$ cat src/rtl/tff_ctrl_pkg.sv
// Shared opcodes, FSM states and START operand layout for the T-flip-flop
// counter controller.
package tff_ctrl_pkg;

    localparam logic [1:0] OP_SET_MOD   = 2'b00;
    localparam logic [1:0] OP_SET_COUNT = 2'b01;
    localparam logic [1:0] OP_START     = 2'b10;
    localparam logic [1:0] OP_STOP      = 2'b11;

    // Bit positions inside cmd_data for a START command.
    localparam int START_DIR_BIT     = 0;
    localparam int START_ONESHOT_BIT = 1;

    typedef enum logic [1:0] {
        IDLE = 2'd0,
        RUN  = 2'd1,
        DONE = 2'd2
    } state_t;

endpackage

$ cat src/rtl/t_ff_cell.sv
// Single toggle flip-flop: Q inverts on a rising clk edge while T is high.
// CLRN clears it asynchronously.
module t_ff_cell (
    input  logic T,
    input  logic clk,
    input  logic CLRN,
    output logic Q
);

    // NOTE: registers use non-blocking (<=) assignments so every flop samples
    // pre-edge values; blocking here would create simulation ordering races.
    always_ff @(posedge clk or negedge CLRN) begin
        if (!CLRN)
            Q <= 1'b0;
        else if (T)
            Q <= ~Q;
    end

endmodule

$ cat src/rtl/tff_counter_ctrl.sv
// Command-driven modulo-(mod+1) up/down counter built on a bank of T cells.
// The controller computes the next value and drives each cell's T with the bits that must flip.
module tff_counter_ctrl
    import tff_ctrl_pkg::*;
#(
    parameter int WIDTH = 8
) (
    input  logic             clk,
    input  logic             CLRN,
    input  logic             cmd_valid,
    output logic             cmd_ready,
    input  logic [1:0]       cmd_op,
    input  logic [WIDTH-1:0] cmd_data,
    output logic [WIDTH-1:0] count,
    output logic             tc,
    output logic             busy,
    output logic             done,
    output logic             err
);

    localparam logic [WIDTH-1:0] ONE  = {{(WIDTH-1){1'b0}}, 1'b1};
    localparam logic [WIDTH-1:0] ZERO = '0;

    state_t           state, state_nxt;
    logic [WIDTH-1:0] mod_q, mod_nxt;
    logic             dir_q, dir_nxt;
    logic             oneshot_q, oneshot_nxt;
    logic             err_q, err_nxt;
    logic [WIDTH-1:0] count_nxt;
    logic [WIDTH-1:0] t_vec;
    logic [WIDTH-1:0] terminal;
    logic [WIDTH-1:0] start_val;
    logic             cmd_fire;

    assign cmd_ready = (state != DONE);
    assign cmd_fire  = cmd_valid && cmd_ready;
    assign busy      = (state == RUN);
    assign done      = (state == DONE);
    assign err       = err_q;
    assign terminal  = dir_q ? ZERO : mod_q;
    assign start_val = dir_q ? mod_q : ZERO;
    assign tc        = busy && (count == terminal);

    // NOTE: every signal written below gets a default first, so no path can
    // leave one unassigned and infer a latch.
    always_comb begin
        state_nxt   = state;
        mod_nxt     = mod_q;
        dir_nxt     = dir_q;
        oneshot_nxt = oneshot_q;
        err_nxt     = 1'b0;
        count_nxt   = count;

        unique case (state)
            IDLE: begin
                if (cmd_fire) begin
                    case (cmd_op)
                        OP_SET_MOD: begin
                            mod_nxt = cmd_data;
                            if (count > cmd_data)
                                count_nxt = cmd_data;
                        end
                        OP_SET_COUNT: begin
                            count_nxt = (cmd_data > mod_q) ? mod_q : cmd_data;
                        end
                        OP_START: begin
                            dir_nxt     = cmd_data[START_DIR_BIT];
                            oneshot_nxt = cmd_data[START_ONESHOT_BIT];
                            state_nxt   = RUN;
                        end
                        default: ;
                    endcase
                end
            end

            RUN: begin
                // STOP wins even on the edge a oneshot would complete.
                if (cmd_fire && cmd_op == OP_STOP) begin
                    state_nxt = IDLE;
                end else begin
                    err_nxt = cmd_fire;
                    if (count != terminal)
                        count_nxt = dir_q ? (count - ONE) : (count + ONE);
                    else if (!oneshot_q)
                        count_nxt = start_val;
                    else
                        state_nxt = DONE;
                end
            end

            DONE: begin
                state_nxt = IDLE;
            end

            default: begin
                state_nxt = IDLE;
            end
        endcase
    end

    // The cells have no parallel load; every value change is a set of toggles.
    assign t_vec = count ^ count_nxt;

    always_ff @(posedge clk or negedge CLRN) begin
        if (!CLRN) begin
            state     <= IDLE;
            mod_q     <= '1;
            dir_q     <= 1'b0;
            oneshot_q <= 1'b0;
            err_q     <= 1'b0;
        end else begin
            state     <= state_nxt;
            mod_q     <= mod_nxt;
            dir_q     <= dir_nxt;
            oneshot_q <= oneshot_nxt;
            err_q     <= err_nxt;
        end
    end

    for (genvar i = 0; i < WIDTH; i++) begin : g_cell
        t_ff_cell u_cell (
            .T    (t_vec[i]),
            .clk  (clk),
            .CLRN (CLRN),
            .Q    (count[i])
        );
    end

endmodule
$ cat config.mk
export PLATFORM = sky130hd
export DESIGN_NAME = tff_counter_ctrl
export DESIGN_NICKNAME = d
export VERILOG_FILES = /design/src/rtl/tff_ctrl_pkg.sv /design/src/rtl/t_ff_cell.sv /design/src/rtl/tff_counter_ctrl.sv
export SDC_FILE = /design/constraint.sdc
export NUM_CORES = 1
export LEC_CHECK = 0
export ABC_AREA = 1
export BUFFER_PORTS_ARGS = -buffer_cell sky130_fd_sc_hd__buf_2
export CELL_PAD_IN_SITES_DETAIL_PLACEMENT = 1
export CELL_PAD_IN_SITES_GLOBAL_PLACEMENT = 2
export CORE_MARGIN = 5
export CORE_UTILIZATION = 32
export DETAILED_ROUTE_END_ITERATION = 10
export HOLD_SLACK_MARGIN = 0.1
export PLACE_DENSITY = 0.89
export SLEW_MARGIN = 30
export SYNTH_ARGS = -nofsm -noshare
export SYNTH_HDL_FRONTEND = slang
export SYNTH_HIERARCHICAL = 1
export SYNTH_SLANG_ARGS = --single-unit
$ cat constraint.sdc
create_clock -name clk -period 2.93 [get_ports clk]
set_input_delay 0.4395 -clock clk [delete_from_list [all_inputs] [get_ports clk]]
set_output_delay 0.4395 -clock clk [all_outputs]
set_load 0.05 [all_outputs]
==> reports/metrics.yaml <==
yosysMostFrequentCell: "nand2_1"
synthesis.area_mm2: 0.00263
rsz0062_at_grt: "no"
setup_viol: 0
grt_overflow: 0
syn_inst: 444
path_max_fanout: 13
power_density_mw_per_mm2: 1190
tightest_slew_ps: 730
path_buf_inv: 2
max_freq_mhz: 367
drt_iter0_drc: 90
rr_startpoint: "mod_q[7]"
cp_top_family: "simple AND/OR/NAND/NOR gates"
ant_nets: 0
row_count: 33
slew_viol_final: 0
crit_path_start_kind: "register"
pre_cts_ws_ps: 365
vias: 2979
synth.avg_cell_area_um2: 5.93
ys_warn_count: 6
dp_hpwl_um: 7320
synthArstFlopShare_pct: 100
cts_inserted_buffers: 3
io_buffers: 25
synth.top_cell.area_share_pct: 25.8
antenna_found_initial: 0
ioPinCount: 26
ir_worst_vdd_mv: 0.511
finalHoldViolCount: 0
place.gp.congestion: 0.844
synth-xor-area-share_pct: 3.99
cp.required_ps: 2490
ys_seq_elements: 21
ys_seq_area_share_pct: 20.3
synth_compound_area_share_pct: 8.56
finalCritPeriodShare_pct: 93.0
drt-total-wl_um: 9100
drc: 0
synthSimpleGateAreaFrac_pct: 44.9
die_w_um: 101
leakagePower_nw: 1.75
antenna_cells: 0
cts_setup_buffers: 0
clkLatencyLatePin_ps: 270
drv_cap: 0
critical_path_class: "reg2out"
grt_use_total_pct: 19.2
area_delta_synth_final_pct: 14.4
start_util_pct: 32.4
cp.arrival_ps: 2290
drive_gt1_share_pct: 14.1
grt_max_degree: 22
clockBufferDepth: 2
clkSinkCount: 21
yosysTopAreaCell: "nand2_1"
fin_ws_ps: 205
path_clk_slew_ps: 90
rr_worst_depth: 17
finClkSkew_ps: 2.28
syn_nets: 480
cts_max_level: 1
synth_flop_cell: "dfrtp_1"
cts_tree: "done"
coreArea_mm2: 0.00813
setup_tns_ps: 0
ys_top_cells_by_area: "nand2_1 (26%), dfrtp_1 (12%), nand3_1 (11%)"
slowest_delay_ps: 610
via_per_inst: 5.07
finalPower_mw: 3.57
ctsRootBufferMaster: "clkbuf_8"
reg2reg_to: "g_cell[6].u_cell/Q"
grt_pass1_wl_um: 15500
endpoint_kind: "output port"
wl_per_cell_um: 15.5
yosys-top-cells-count: "nand2_1 (181), inv_1 (61), nand3_1 (56), ha_1 (22), o21ai_0 (21)"
relSlewSlack_pct: 51.2
seq_area_um2: 536
grt_pass1_vias: 3173
hp-class: "in2async"
synth_cell_types: 31
holdWs_ps: 135
die_area_mm2: 0.0101
layout.nets: 520
dieHeight_um: 101
holdBufCountCts: 0
cts_resized: 0
worst_path_max_delay_cell: "dfrtp_1"
cp_cell_sequence: "inv_6 -> nand2_1 -> xor2_1 -> nor3_4 -> nand2_4 -> nor2_1 -> buf_2"
firstDrtPassIters: 4
synth_top_family_by_area: "simple AND/OR/NAND/NOR gates"
yosys-mux-area-fraction_pct: 0
synth_fa_ha_area_share_pct: 11.2
status: "finished, final reports clean"
synth-edff-count: 0
finalCriticalPeriod_ps: 2730
nFillCells: 1111
r2r_slack_ps: 340
multi_input_area_mm2: 0.00181
[per-layer routing]
metal	track usage, %	vias up	routed length (um)
li1	-	1481	-
met1	23.0	1433	4020
met2	35.8	52	4630
met4	4.77	0	187
met3	2.49	13	258
met5	0	-	0
[registers in the layout, indices dropped and copies added, names as in the netlist]
name,flops
mod_q,8
dir_q,1
g_cell.u_cell/Q,8
oneshot_q,1
state,2
err,1
[layout by cell type, fill, tap and decap left out, types with 2 or more instances in the layout]
| cell type | netlist | routed |
|---|---|---|
| a21o_1 | 3 | 3 |
| a21oi_1 | 17 | 17 |
| buf_2 | 1 | 25 |
| buf_4 | 0 | 16 |
| clkbuf_8 | 0 | 3 |
| dfrtp_1 | 13 | 13 |
| dfstp_2 | 8 | 8 |
| ha_1 | 22 | 22 |
| inv_1 | 61 | 61 |
| inv_2 | 2 | 2 |
| nand2_1 | 181 | 181 |
| nand2_2 | 3 | 3 |
| nand2_4 | 2 | 2 |
| nand3_1 | 56 | 56 |
| nand4_1 | 5 | 5 |
| nor2_1 | 20 | 20 |
| nor2_2 | 2 | 2 |
| o21ai_0 | 21 | 21 |
| or2_2 | 2 | 2 |
| xnor2_1 | 6 | 6 |
| xor2_1 | 6 | 6 |
[worst reg2reg max path: cells and delay by family (launching register included)]
kind / cells / cell delay (ps)
buf+inv: 2 / 150
compound gates: 2 / 380
fa+ha+maj: 1 / 300
simple gates: 12 / 1060
flops: 1 / 600
[power by group]
| part | internal (mW) | switching (mW) |
|---|---|---|
| sequential | 0.447 | 0.181 |
| combinational | 0.954 | 1.78 |
| clock | 0.0972 | 0.109 |
[through the flow]
stage | std cells | util [%] | area [um2]
2_1_floorplan | 444 | - | 2630
3_3_place_gp | 584 | 36.5 | 2970
3_5_place_dp | 584 | 36.5 | 2970
4_1_cts | 588 | 37.0 | 3010
5_1_grt | 588 | 37.0 | 3010
6_report | 588 | 37.0 | 3010
[cell families (layout without fill, tap and decap cells)]
group,count (synthesis),count (layout)
XOR/XNOR,12,12
adder cells (fa/ha/maj),23,23
AO/OA/AOI/OAI,43,43
AND/OR/NAND/NOR,275,275
flip-flops,21,21
buffers and inverters,70,109
[worst max path at each step]
stage | from | endpoint | slack [ps] | cells past startpoint
CTS | dir_q | tc | 170 | 7
finish | dir_q | tc | 200 | 7
floorplan | state[1] | tc | 110 | 4
detailed placement | mod_q[7] | g_cell[6].u_cell/Q | 370 | 17
global route | dir_q | tc | 4 | 7
global placement | mod_q[7] | g_cell[1].u_cell/Q | 440 | 19
[final cells by class]
cell class              instances  share of cell area, %
well taps                     105                   4.36
flip-flops and latches         21                   17.8
multi-input cells             353                   60.1
repair buffers                 41                   8.15
clock buffers                   4                   1.50
inverters                      64                   8.15
Power figures use the tool's default switching activity.
